===== src/rtl/rv0_ifu_pc.sv =====
`default_nettype none
// ============================================================================
// Module : rv0_ifu_pc
// Fetch PC generator and branch-redirect consumer; feeds tagged words to IDU.
// Optional feature macro: RV0_IFU_PERF_CNT_EN (adds perf_redirect_cnt_o).
// Rev    : 1.0  initial release
// ============================================================================
module rv0_ifu_pc #(
  parameter int              XLEN            = 32,
  parameter logic [XLEN-1:0] RESET_VECTOR    = '0,
  parameter int              MAX_OUTSTANDING = 2
) (
  input  logic            clk_i,
  input  logic            rst_i,
  input  logic            br_valid_i,
  output logic            br_ready_o,
  input  logic            br_redirect_i,
  input  logic [XLEN-1:0] br_target_i,
  output logic            exu_flush_o,
  output logic            misalign_o,
  output logic [XLEN-1:0] misalign_addr_o,
  output logic            imem_req_valid_o,
  input  logic            imem_req_ready_i,
  output logic [XLEN-1:0] imem_req_addr_o,
  input  logic            imem_rsp_valid_i,
  input  logic [XLEN-1:0] imem_rsp_data_i,
  output logic            idu_valid_o,
  input  logic            idu_ready_i,
  output logic [XLEN-1:0] idu_instr_o,
  output logic [XLEN-1:0] idu_pc_o
`ifdef RV0_IFU_PERF_CNT_EN
  ,
  output logic [31:0]     perf_redirect_cnt_o
`endif
);

  localparam int c_PTR_W = (MAX_OUTSTANDING > 1) ? $clog2(MAX_OUTSTANDING) : 1;
  localparam int c_CNT_W = $clog2(MAX_OUTSTANDING + 1);
  localparam logic [c_CNT_W-1:0] c_MAX      = c_CNT_W'(MAX_OUTSTANDING);
  localparam logic [c_PTR_W-1:0] c_PTR_LAST = c_PTR_W'(MAX_OUTSTANDING - 1);

  typedef enum logic [0:0] {
    ST_RUN   = 1'b0,
    ST_DRAIN = 1'b1
  } state_t;

  state_t              r_state;
  state_t              w_state_nxt;
  logic [XLEN-1:0]     r_pc;
  logic [c_CNT_W-1:0]  r_inflight;
  logic [c_CNT_W-1:0]  r_fifo_cnt;
  logic [c_CNT_W-1:0]  r_discard;
  logic [c_CNT_W-1:0]  w_discard_nxt;
  logic [c_CNT_W-1:0]  w_inflight_nxt;
  logic [c_CNT_W-1:0]  w_credits;
  logic [c_PTR_W-1:0]  r_tag_wr;
  logic [c_PTR_W-1:0]  r_tag_rd;
  logic [c_PTR_W-1:0]  r_fifo_wr;
  logic [c_PTR_W-1:0]  r_fifo_rd;
  logic                r_flush;
  logic                r_misalign;
  logic [XLEN-1:0]     r_misalign_addr;

  logic [XLEN-1:0]     r_tag_mem  [MAX_OUTSTANDING];
  logic [XLEN-1:0]     r_data_mem [MAX_OUTSTANDING];
  logic [XLEN-1:0]     r_dpc_mem  [MAX_OUTSTANDING];

  logic w_req_valid, w_req_fire, w_br_ready, w_redirect;
  logic w_drop, w_push, w_pop, w_idu_valid;

  function automatic logic [c_PTR_W-1:0] ptr_inc(input logic [c_PTR_W-1:0] p);
    return (p == c_PTR_LAST) ? '0 : p + 1'b1;
  endfunction

  // Handshake-facing valids are held low while reset is asserted.
  assign w_credits   = r_inflight + r_fifo_cnt;
  assign w_req_valid = !rst_i && (r_state == ST_RUN) && (w_credits < c_MAX);
  assign w_req_fire  = w_req_valid && imem_req_ready_i;
  assign w_br_ready  = !rst_i && (r_state == ST_RUN);
  assign w_redirect  = br_valid_i && w_br_ready && br_redirect_i;
  assign w_drop      = imem_rsp_valid_i && (r_discard != '0);
  assign w_push      = imem_rsp_valid_i && (r_discard == '0) && !w_redirect;
  assign w_idu_valid = (r_fifo_cnt != '0);
  assign w_pop       = w_idu_valid && idu_ready_i && !w_redirect;

  // Every response retires one tag, whether it is kept or dropped.
  assign w_inflight_nxt = r_inflight + c_CNT_W'(w_req_fire) - c_CNT_W'(imem_rsp_valid_i);

  always_comb begin
    w_state_nxt   = r_state;
    w_discard_nxt = r_discard;
    case (r_state)
      ST_RUN: begin
        if (w_redirect) begin
          w_discard_nxt = w_inflight_nxt;
          if (w_inflight_nxt != '0) w_state_nxt = ST_DRAIN;
        end
      end
      ST_DRAIN: begin
        if (w_drop) begin
          w_discard_nxt = r_discard - 1'b1;
          if (r_discard == c_CNT_W'(1)) w_state_nxt = ST_RUN;
        end
      end
      default: w_state_nxt = ST_RUN;
    endcase
  end

  always_ff @(posedge clk_i or posedge rst_i) begin
    if (rst_i) begin
      r_state         <= ST_RUN;
      r_pc            <= RESET_VECTOR;
      r_inflight      <= '0;
      r_fifo_cnt      <= '0;
      r_discard       <= '0;
      r_tag_wr        <= '0;
      r_tag_rd        <= '0;
      r_fifo_wr       <= '0;
      r_fifo_rd       <= '0;
      r_flush         <= 1'b0;
      r_misalign      <= 1'b0;
      r_misalign_addr <= '0;
    end else begin
      r_state    <= w_state_nxt;
      r_discard  <= w_discard_nxt;
      r_inflight <= w_inflight_nxt;
      if (w_redirect)      r_pc <= {br_target_i[XLEN-1:2], 2'b00};
      else if (w_req_fire) r_pc <= r_pc + XLEN'(4);
      if (w_req_fire)       r_tag_wr <= ptr_inc(r_tag_wr);
      if (imem_rsp_valid_i) r_tag_rd <= ptr_inc(r_tag_rd);
      if (w_redirect) begin
        r_fifo_cnt <= '0;
        r_fifo_wr  <= '0;
        r_fifo_rd  <= '0;
      end else begin
        if (w_push) r_fifo_wr <= ptr_inc(r_fifo_wr);
        if (w_pop)  r_fifo_rd <= ptr_inc(r_fifo_rd);
        r_fifo_cnt <= r_fifo_cnt + c_CNT_W'(w_push) - c_CNT_W'(w_pop);
      end
      r_flush    <= w_redirect;
      r_misalign <= w_redirect && br_target_i[1];
      if (w_redirect && br_target_i[1]) r_misalign_addr <= br_target_i;
    end
  end

  // Storage arrays carry no reset; occupancy counters qualify their contents.
  always_ff @(posedge clk_i) begin
    if (w_req_fire) r_tag_mem[r_tag_wr] <= r_pc;
    if (w_push) begin
      r_data_mem[r_fifo_wr] <= imem_rsp_data_i;
      r_dpc_mem[r_fifo_wr]  <= r_tag_mem[r_tag_rd];
    end
  end

  assign br_ready_o       = w_br_ready;
  assign exu_flush_o      = r_flush;
  assign misalign_o       = r_misalign;
  assign misalign_addr_o  = r_misalign_addr;
  assign imem_req_valid_o = w_req_valid;
  assign imem_req_addr_o  = r_pc;
  assign idu_valid_o      = w_idu_valid;
  assign idu_instr_o      = w_idu_valid ? r_data_mem[r_fifo_rd] : '0;
  assign idu_pc_o         = w_idu_valid ? r_dpc_mem[r_fifo_rd]  : '0;

  a_no_push_full: assert property (@(posedge clk_i) disable iff (rst_i)
    !(w_push && (r_fifo_cnt == c_MAX)));
  a_no_rsp_without_req: assert property (@(posedge clk_i) disable iff (rst_i)
    !(imem_rsp_valid_i && (r_inflight == '0)));

`ifdef RV0_IFU_PERF_CNT_EN
  logic [31:0] r_perf_cnt;

  always_ff @(posedge clk_i or posedge rst_i) begin
    if (rst_i)                                 r_perf_cnt <= '0;
    else if (w_redirect && (r_perf_cnt != '1)) r_perf_cnt <= r_perf_cnt + 32'd1;
  end

  assign perf_redirect_cnt_o = r_perf_cnt;
`else
  // Redirect counter not built.
`endif

endmodule
`default_nettype wire

===== config.mk =====
export PLATFORM = sky130hd
export DESIGN_NAME = rv0_ifu_pc
export DESIGN_NICKNAME = d
export VERILOG_FILES = /design/src/rtl/rv0_ifu_pc.sv
export SDC_FILE = /design/constraint.sdc
export NUM_CORES = 1
export LEC_CHECK = 0
export CAP_MARGIN = 20
export CORE_ASPECT_RATIO = 1.25
export CORE_MARGIN = 8
export CORE_UTILIZATION = 48
export CTS_BUF_LIST = sky130_fd_sc_hd__clkbuf_8
export CTS_CLUSTER_DIAMETER = 50
export DETAILED_ROUTE_END_ITERATION = 16
export HOLD_SLACK_MARGIN = 0.06
export MAX_ROUTING_LAYER = met4
export PLACE_DENSITY = 0.76
export SYNTH_ARGS = -nofsm -noshare
export SYNTH_HDL_FRONTEND = slang
export SYNTH_SLANG_ARGS = --single-unit

===== constraint.sdc =====
create_clock -name clk_i -period 4 [get_ports clk_i]
set_input_delay 0.4 -clock clk_i [delete_from_list [all_inputs] [get_ports clk_i]]
set_output_delay 0.4 -clock clk_i [all_outputs]
set_load 0.1 [all_outputs]

==> results of run 1 <==
[area by class of cell]
type / count / area [µm²]
clock inverters: 27 / 139
flip-flops and latches: 259 / 7410
multi-input cells: 398 / 2910
clock buffers: 43 / 592
well taps: 279 / 349
fillers: 1630 / 8050
repair buffers: 211 / 2040
inverters: 15 / 57.6
[Yosys cell counts, types with 2 or more instances]
| cell type | instances |
|---|---|
| nor2_1 | 89 |
| nor3_1 | 3 |
| nand2_2 | 2 |
| a21oi_1 | 7 |
| nand3_2 | 2 |
| or4_1 | 2 |
| inv_1 | 14 |
| xnor2_1 | 13 |
| ha_1 | 7 |
| mux2_2 | 61 |
| mux2i_1 | 63 |
| nand4_1 | 18 |
| buf_4 | 7 |
| buf_6 | 2 |
| xor2_1 | 20 |
| clkbuf_1 | 13 |
| nand3_1 | 10 |
| or3_1 | 2 |
| dfrtp_1 | 75 |
| nand2_1 | 35 |
| o31ai_1 | 2 |
| a31oi_1 | 5 |
| o21ai_1 | 2 |
| buf_2 | 5 |
| nor4_4 | 2 |
| and2_1 | 5 |
| buf_1 | 9 |
| edfxtp_1 | 184 |
| o21ai_0 | 21 |
| nor4_1 | 4 |
| and3_1 | 4 |
| a211oi_1 | 2 |
[worst max-delay path: stages, from the launching register on]
cell             delay, ns
dfrtp_1               0.44
nor2_4                0.76
nor2_1                0.15
clkdlybuf4s50_1       1.01
[routing by layer]
layer  vias up  GRT usage, %  wire length, µm
met2       172          28.5            11500
li1       3002             -                -
met1      3063          20.0             9140
met4         0          5.76              484
met5         -             -                0
met3        35          4.28             1410
[per-stage QoR]
step           cells  setup WS, ns  TNS (ns)
6_report        1232         0.693         0
5_1_grt         1232         0.517         0
4_1_cts         1231         0.600         0
3_5_place_dp    1161         0.868         0
3_3_place_gp    1161         0.958         0
2_1_floorplan    708        -0.350    -43.40
[state kept, by name (all words and copies together), names as in the netlist, 2 cells and up]
name and cells:
r_fifo_cnt 2, r_inflight 2, imem_req_addr_o 30, misalign_addr_o 32, r_dpc_mem 60, r_discard 2, r_tag_mem 60, r_data_mem 64
[logic make-up after synthesis]
family | count (synthesis) | synth area share [%]
XOR/XNOR | 33 | 2.75
other | 1 | 0.0357
multiplexers | 126 | 12.8
buffers and inverters | 51 | 2.27
flip-flops | 259 | 70.4
AO/OA/AOI/OAI | 42 | 2.25
AND/OR/NAND/NOR | 186 | 8.69
adder cells (fa/ha/maj) | 7 | 0.833
[final timing paths]
check                                                       end  slack (ns)  cells past startpoint
worst max-delay path                               idu_pc_o[11]        0.69                      3
worst min-delay path            misalign_addr_o[12]$_DFFE_PP0P_        0.20                      2
worst max register to register         r_discard[1]$_DFFE_PP0P_        1.31                     12
worst min register to register   misalign_addr_o[1]$_DFFE_PP0P_        0.47                      1
max in group asynchronous        misalign_addr_o[5]$_DFFE_PP0P_        3.28                      3
min in group clk_i                  r_data_mem[1][27]$_DFFE_PP_        0.47                      1
==> summary.md, run 1 <==
| Metric | Value |
|---|---|
| R2R Path Start | `r_fifo_cnt[1]$_DFF_PP0_` |
| Final setup skew | `0.0238 ns` |
| Crit path launch | `r_fifo_cnt[1]$_DFF_PP0_` |
| Post-Syn Area | `10500 µm²` |
| RSZ-0062 raised after global routing | `no` |
| Worst setup SP type | `flop` |
| Fraction of layout cells with a size suffix above 1 | `18.2%` |
| Post-synth ARST share | `29.0%` |
| Largest net degree at the start of global routing | `63` |
| CTS H-tree depth | `2` |
| Clock Tree Buf Depth | `3` |
| Final core occ | `62.6%` |
| Fmax | `0.302 GHz` |
| Syn Area/Cell | `14.9 µm²` |
| Core region area | `21500 µm²` |
| Register area share after synthesis | `70.4%` |
| DP Area | `12700 µm²` |
| Layout Nets | `1002` |
| CTS tree | `yes` |
| Rows | `60` |
| Most used DFF post-synth | `edfxtp_1` |
| Area leader, netlist | `edfxtp_1` |
| Total CTS buffers | `39` |
| Routed vias/inst | `5.09` |
| Die area | `26900 µm²` |
| Total track usage | `17.1%` |
| Detailed-route via count | `6272` |
| Post-synth EDFFs | `184` |
| Total of max-cap violations | `0` |
| Number of global-route vias before repair | `6464` |
| Wire per inst | `18.3 µm` |
| Area growth, synth to finish | `28.4%` |
| Final WL | `22600 µm` |
| Detailed Place HPWL | `15300 µm` |
| Post-route cell area | `13500 µm²` |
| Final hold slack | `0.202 ns` |
| Antenna-violating nets left | `0` |
| Overflow after GRT | `0` |
| Critical Path Fanout Max | `39` |
| Residual DRC | `0` |
| Die width | `148 µm` |
| Worst-Skew Late Latency | `0.52 ns` |
| Cell variety after synth | `47` |
| Ys Warns | `0` |
| Post-route clock period utilization | `82.7%` |
| Post-CTS Setup Repair Bufs | `0` |
| Clock transition at path regs | `0.06 ns` |
| Post_cts resized | `0` |
| Post-CTS Hold Fix Bufs | `0` |
| Most frequent cells in the layout | `184 x edfxtp_1, 166 x clkdlybuf4s50_1, 85 x nor2_1` |
| Status | `finished, final reports clean` |
| CTS sink cnt | `259` |
| Post-Syn Instances | `705` |
| Placer congestion estimate | `0.826` |
| Port bufs | `199` |
| Commonest non-fill, non-tap cell in the layout | `edfxtp_1` |
| #FFs+latches synth | `259` |
| Rel. slew slack | `30.4%` |
| CP Capture Type | `output pin` |
| DR iter-0 viols | `312` |
| Kind of critical path | `flop to output pin` |
| Clock Tree Root | `clkbuf_8` |
| Slew Limit Fails | `0` |
| Chip height | `181 µm` |
| Proportion of netlist area held by the largest area contributor | `52.6%` |
| DRT Pass-1 Iters | `5` |
| Initial antenna violation count | `0` |
| I/O Pins | `204` |
| Initial core utilization | `48.8%` |
| Final Hold Vio Count | `0` |
| Final setup fails | `0` |
| Hold WC Path Type | `input pin to asynchronous set/reset pin` |
| Least-Margin Pin Slew | `1.04 ns` |
| Top post-synthesis cells by area | `edfxtp_1 53%, dfrtp_1 18%, mux2_2 6.5%` |
| N_diodes | `0` |
| Worst EP required | `3.60 ns` |
| First-pass GRT wire length | `35400 µm` |
| CP Data Arrival Time | `2.91 ns` |
| Min cycle time layout | `3.31 ns` |
Power of run 1 is not shown: default switching activity piles up to over one toggle a cycle in this logic, so the estimate is an artifact.
==> inputs of run 2 (changes only) <==
- CORE_UTILIZATION: 48 -> 50
- PLACE_DENSITY: 0.76 -> 0.75
- clock period: 4 -> 3.2 ns (I/O delays scaled with it)
==> run 2 against run 1 <==
Net effect: setup slack worse by 0.14 ns; flip-flop and latch count stayed put; core utilization rose by 2.0 points; global-route usage rose by 0.91 points; final area shrank 0.65%; critical path depth grew 1; count of clock-buffer cells in the layout decreased by 2; first-iteration DRC count rose by 29%; via count increased by 0.24%; die area down 3.6%; worst hold slack improved by 0.087 ns; critical endpoint is now idu_instr_o[21]; non-clock buffer count grew 6.
==> summary.md, run 2 (synthesis results as in run 1) <==
| Metric | Value |
|---|---|
| Initial core utilization | `50.7%` |
| Final Hold Vio Count | `0` |
| CTS H-tree depth | `2` |
| Cell chain of the critical path | `buf_4, mux2i_1, nor2_1, buf_4` |
| Clock transition at path regs | `0.07 ns` |
| Status | `finished, final reports clean` |
| Kind of critical path | `flop to output pin` |
| Fraction of layout cells with a size suffix above 1 | `24.5%` |
| Total track usage | `18.0%` |
| Crit-path max cell delay | `0.84 ns` |
| Hold WC Path Type | `input pin to asynchronous set/reset pin` |
| Setup_tns | `0 ns` |
| Routed vias/inst | `5.09` |
| Area growth, synth to finish | `27.5%` |
| RSZ-0062 raised after global routing | `no` |
| Post_cts resized | `0` |
| Detailed Place HPWL | `15500 µm` |
| Critical Path Fanout Max | `35` |
| Post-route clock period utilization | `82.7%` |
| Clock Tree Root | `clkbuf_8` |
| CP Data Arrival Time | `2.33 ns` |
| Worst-Skew Late Latency | `0.52 ns` |
| DR iter-0 viols | `404` |
| Placer congestion estimate | `0.842` |
| DRT Pass-1 Iters | `4` |
| Clock Tree Buf Depth | `3` |
| I/O Pins | `204` |
| CP Capture Type | `output pin` |
| Chip height | `178 µm` |
| Most flops, register | `r_data_mem` |
| Initial antenna violation count | `0` |
| Critical path's top delay family | `flip-flops` |
| Min cycle time layout | `2.65 ns` |
| Antenna-violating nets left | `0` |
| WP buf/inv | `2` |
| # fillers | `1544` |
| Detailed-route via count | `6287` |
| Wire per inst | `18.5 µm` |
| Post-CTS Setup Repair Bufs | `0` |
| Fmax | `0.378 GHz` |
| Overflow after GRT | `0` |
| Worst setup SP type | `flop` |
| Max reg flops | `64` |
| Total CTS buffers | `41` |
| Rel. slew slack | `32.6%` |
| CTS sink cnt | `259` |
| Biggest registers after layout | `r_data_mem x64, r_dpc_mem x60, r_tag_mem x60` |
| Final WL | `22800 µm` |
| Rows | `59` |
| Final core occ | `64.6%` |
| Layout Nets | `1010` |
| First-pass GRT wire length | `36300 µm` |
| Least-Margin Pin Slew | `1.01 ns` |
| Post-CTS Hold Fix Bufs | `0` |
| Final setup fails | `0` |
| Slowest CP cell | `dfrtp_4` |
| Most frequent cell on the critical path | `buf_4` |
| Largest net degree at the start of global routing | `63` |
| CTS tree | `yes` |
| Total of max-cap violations | `0` |
| Number of global-route vias before repair | `6694` |
| Port bufs | `199` |
| N_diodes | `0` |
| Commonest non-fill, non-tap cell in the layout | `edfxtp_1` |
| Core region area | `20700 µm²` |
| Worst EP required | `2.88 ns` |
| Die area | `26000 µm²` |
| Slew Limit Fails | `0` |
| Die width | `146 µm` |
| Residual DRC | `0` |
| Most frequent cells in the layout | `184 x edfxtp_1, 109 x clkdlybuf4s50_1, 106 x buf_4` |
| Final setup skew | `0.0180 ns` |
-- run 2: cell types whose count changed in the layout (fill, tap and decap cells not counted), sizes merged --
cell and delta:
clkbuf -2, buf +63, inv +1, clkinv +1, bufinv +2, clkdlybuf4s50 -57
-- run 2: final timing paths --
kind	from	endpoint	slack [ns]	depth (start not counted)
min reg2reg	misalign_addr_o[1]$_DFFE_PP0P_	misalign_addr_o[1]$_DFFE_PP0P_	0.47	1
min	rst_i	r_fifo_cnt[1]$_DFF_PP0_	0.29	2
max	r_fifo_rd$_DFFE_PP0P_	idu_instr_o[21]	0.55	4
max reg2reg	r_state$_DFF_PP0_	r_discard[1]$_DFFE_PP0P_	0.66	12
max in group asynchronous	rst_i	misalign_addr_o[0]$_DFFE_PP0P_	2.19	3
min in group clk_i	br_target_i[22]	imem_req_addr_o[22]$_DFFE_PP0N_	0.38	3
-- run 2: per-layer routing --
layer / up-vias / GRT usage [%] / part of all wire, %
li1: 3025 / - / -
met1: 3028 / 21.0 / 41
met2: 197 / 30.1 / 51
met3: 37 / 4.44 / 5.8
met4: 0 / 6.48 / 2.2
met5: - / - / 0
-- run 2: metrics by stage --
| step | area, µm² | setup WS (ns) | instances | hold WS (ns) |
|---|---|---|---|---|
| after floorplan | 10500 | 0.113 | 708 | 0.407 |
| after global placement | 12600 | 0.434 | 1163 | 0.455 |
| after detailed placement | 12600 | 0.310 | 1163 | 0.455 |
| after CTS | 13400 | 0.490 | 1235 | 0.277 |
| after global routing | 13400 | 0.420 | 1235 | 0.347 |
| final | 13400 | 0.555 | 1235 | 0.289 |
-- run 2: area by class of cell --
type / instances / area, µm² / share of cell area [%]
sequential: 259 / 7410 / 55.2
multi-input combinational: 398 / 2910 / 21.7
timing repair buffer: 217 / 1930 / 14.4
clock buffer: 41 / 564 / 4.21
tap: 274 / 343 / 2.56
clock inverter: 31 / 200 / 1.49
inverter: 15 / 57.6 / 0.429
Power of run 2 is left out for the same reason.
==> inputs of run 3 (changes only) <==
- CORE_UTILIZATION: 50 -> 48
- PLACE_DENSITY: 0.75 -> 0.76
- clock period: 3.2 -> 2.2 ns (I/O delays scaled with it)
==> run 3 against run 2 <==
Net effect: clock skew is 0.011 ns higher; core utilization is 6.6 points higher; setup slack worse by 0.62 ns; highest routed layer unchanged; register-to-register slack worse by 0.73 ns; the flow now finishes with violations (negative setup slack); global-route usage is 0.53 points higher.
==> summary.md, run 3 (synthesis results as in run 1) <==
| Metric | Value |
|---|---|
| Placed cell count | `1195` |
| Slew Limit Fails | `0` |
| Worst EP required | `2.64 ns` |
| Residual DRC | `0` |
| CTS tree | `yes` |
| Port bufs | `199` |
| Setup_tns | `-0.115 ns` |
| Kind of critical path | `flop to flop` |
| Final setup skew | `0.0290 ns` |
| Total of max-cap violations | `0` |
| Hold Crit Endpoint | `imem_req_addr_o[22]$_DFFE_PP0N_` |
| Wire per inst | `19.0 µm` |
| Chip height | `181 µm` |
| Initial antenna violation count | `0` |
| Die area | `26900 µm²` |
| Failing checks | `negative setup slack` |
| Most flops, register | `r_data_mem` |
| CTS sink cnt | `259` |
| Clock transition at path regs | `0.07 ns` |
| Core region area | `21500 µm²` |
| Detailed-route via count | `6615` |
| Initial core utilization | `48.8%` |
| Post-route cell area | `15300 µm²` |
| Setup slack, reg-to-reg | `-0.07 ns` |
| Min cycle time layout | `2.27 ns` |
| DR iter-0 viols | `306` |
| Register area | `7430 µm²` |
| Multi-input logic area | `3480 µm²` |
| # fillers | `1386` |
| I/O Pins | `204` |
| Placer congestion estimate | `0.832` |
| Biggest registers after layout | `r_data_mem x64, r_dpc_mem x60, r_tag_mem x60` |
| CTS H-tree depth | `2` |
| Overflow after GRT | `0` |
| Status | `finished with violations` |
| Most frequent cells in the layout | `184 x edfxtp_1, 91 x buf_4, 87 x buf_12` |
| Total track usage | `18.6%` |
| CP Capture Type | `flop` |
| Rows | `60` |
| Antenna-violating nets left | `0` |
| DP Area | `14400 µm²` |
| Worst-Skew Late Latency | `0.53 ns` |
| Final setup fails | `2` |
| Post-CTS Hold Fix Bufs | `0` |
| Setup WS pre-CTS | `-0.404 ns` |
| Fraction of layout cells with a size suffix above 1 | `40.7%` |
| Detailed Place HPWL | `16900 µm` |
| N_diodes | `0` |
| Clock Tree Buf Depth | `3` |
| Hold path startpoint | `br_target_i[22]` |
| PnR worst setup slack | `-0.0665 ns` |
| R2R Path Start | `r_state$_DFF_PP0_` |
| Routed vias/inst | `5.16` |
| Hold WC Path Type | `input pin to flop` |
| Max reg flops | `64` |
| FF-to-FF path depth | `12` |
| Area growth, synth to finish | `46.0%` |
| Worst r2r dst | `r_discard[1]$_DFFE_PP0P_` |
| RSZ-0062 raised after global routing | `yes` |
| Clock Tree Root | `clkbuf_8` |
| Final WL | `24300 µm` |
| Final Hold Vio Count | `0` |
| CP Data Arrival Time | `2.70 ns` |
| Die width | `148 µm` |
| Layout Nets | `1049` |
| Non-Filler Instances | `1281` |
| Crit path launch | `r_state$_DFF_PP0_` |
| Post-route clock period utilization | `103%` |
| Commonest non-fill, non-tap cell in the layout | `edfxtp_1` |
| Worst hold path cell count | `3` |
| Largest net degree at the start of global routing | `76` |
| Number of global-route vias before repair | `7114` |
| Total CTS buffers | `40` |
| Fmax | `0.441 GHz` |
| Worst setup SP type | `flop` |
| Critical Path Fanout Max | `4` |
| DRT Pass-1 Iters | `6` |
| First-pass GRT wire length | `38500 µm` |
-- run 3: changes by cell type in the layout (fill, tap and decap cells not counted), moves of 15 or more --
cell,delta
buf_4,-15
dfrtp_2,+19
dfrtp_1,-19
clkdlybuf4s50_1,-39
nor2_4,+62
buf_12,+85
nor2_1,-60
-- run 3: worst max-delay path, cell delays in order (launching register included) --
cell and delay (ns):
dfrtp_1 0.42, and4bb_1 0.33, mux2i_4 0.08, inv_2 0.12, nand2_8 0.06, ha_4 0.25, inv_2 0.04, ha_4 0.15
xnor2_2 0.13, xnor2_1 0.18, and2_1 0.15, a211oi_1 0.05, a311oi_1 0.21
-- run 3: area by class of cell --
| type | instances | area share (%) |
|---|---|---|
| sequential | 259 | 48.4 |
| multi-input combinational | 398 | 22.7 |
| timing repair buffer | 257 | 21.5 |
| clock buffer | 44 | 3.95 |
| tap | 279 | 2.27 |
| clock inverter | 29 | 0.791 |
| inverter | 15 | 0.375 |
-- run 3: through the flow --
| step | hold slack [ns] | utilization, % |
|---|---|---|
| after global placement | 0.452 | 66.6 |
| after detailed placement | 0.456 | 66.6 |
| final | 0.246 | 71.2 |
| after global routing | 0.258 | 71.2 |
| after CTS | 0.227 | 70.8 |
| after floorplan | 0.307 | - |
-- run 3: layer usage --
metal / vias to the layer above / GRT usage, % / part of all wire, % / wire, µm
met4: 0 / 6.26 / 2.3 / 570
met2: 213 / 30.6 / 51 / 12500
met1: 3243 / 22.5 / 41 / 10100
li1: 3114 / - / - / -
met5: - / - / 0 / 0
met3: 45 / 3.68 / 4.8 / 1160
-- run 3: worst max path at each step --
stage / to / cells past startpoint
3_3_place_gp: r_discard[1]$_DFFE_PP0P_ / 13
3_5_place_dp: r_discard[1]$_DFFE_PP0P_ / 13
6_report: r_discard[1]$_DFFE_PP0P_ / 12
4_1_cts: r_discard[1]$_DFFE_PP0P_ / 12
2_1_floorplan: r_fifo_cnt[1]$_DFF_PP0_ / 13
5_1_grt: r_discard[1]$_DFFE_PP0P_ / 12
-- run 3: what timing repair did --
action / CTS / global route
gates cloned: 3 / 1
setup buffers: 3 / 6
setup endpoints to repair: 59 / 46
pin swaps: 3 / 3
gates resized for setup: 15 / 6
Power of run 3 is left out for the same reason.
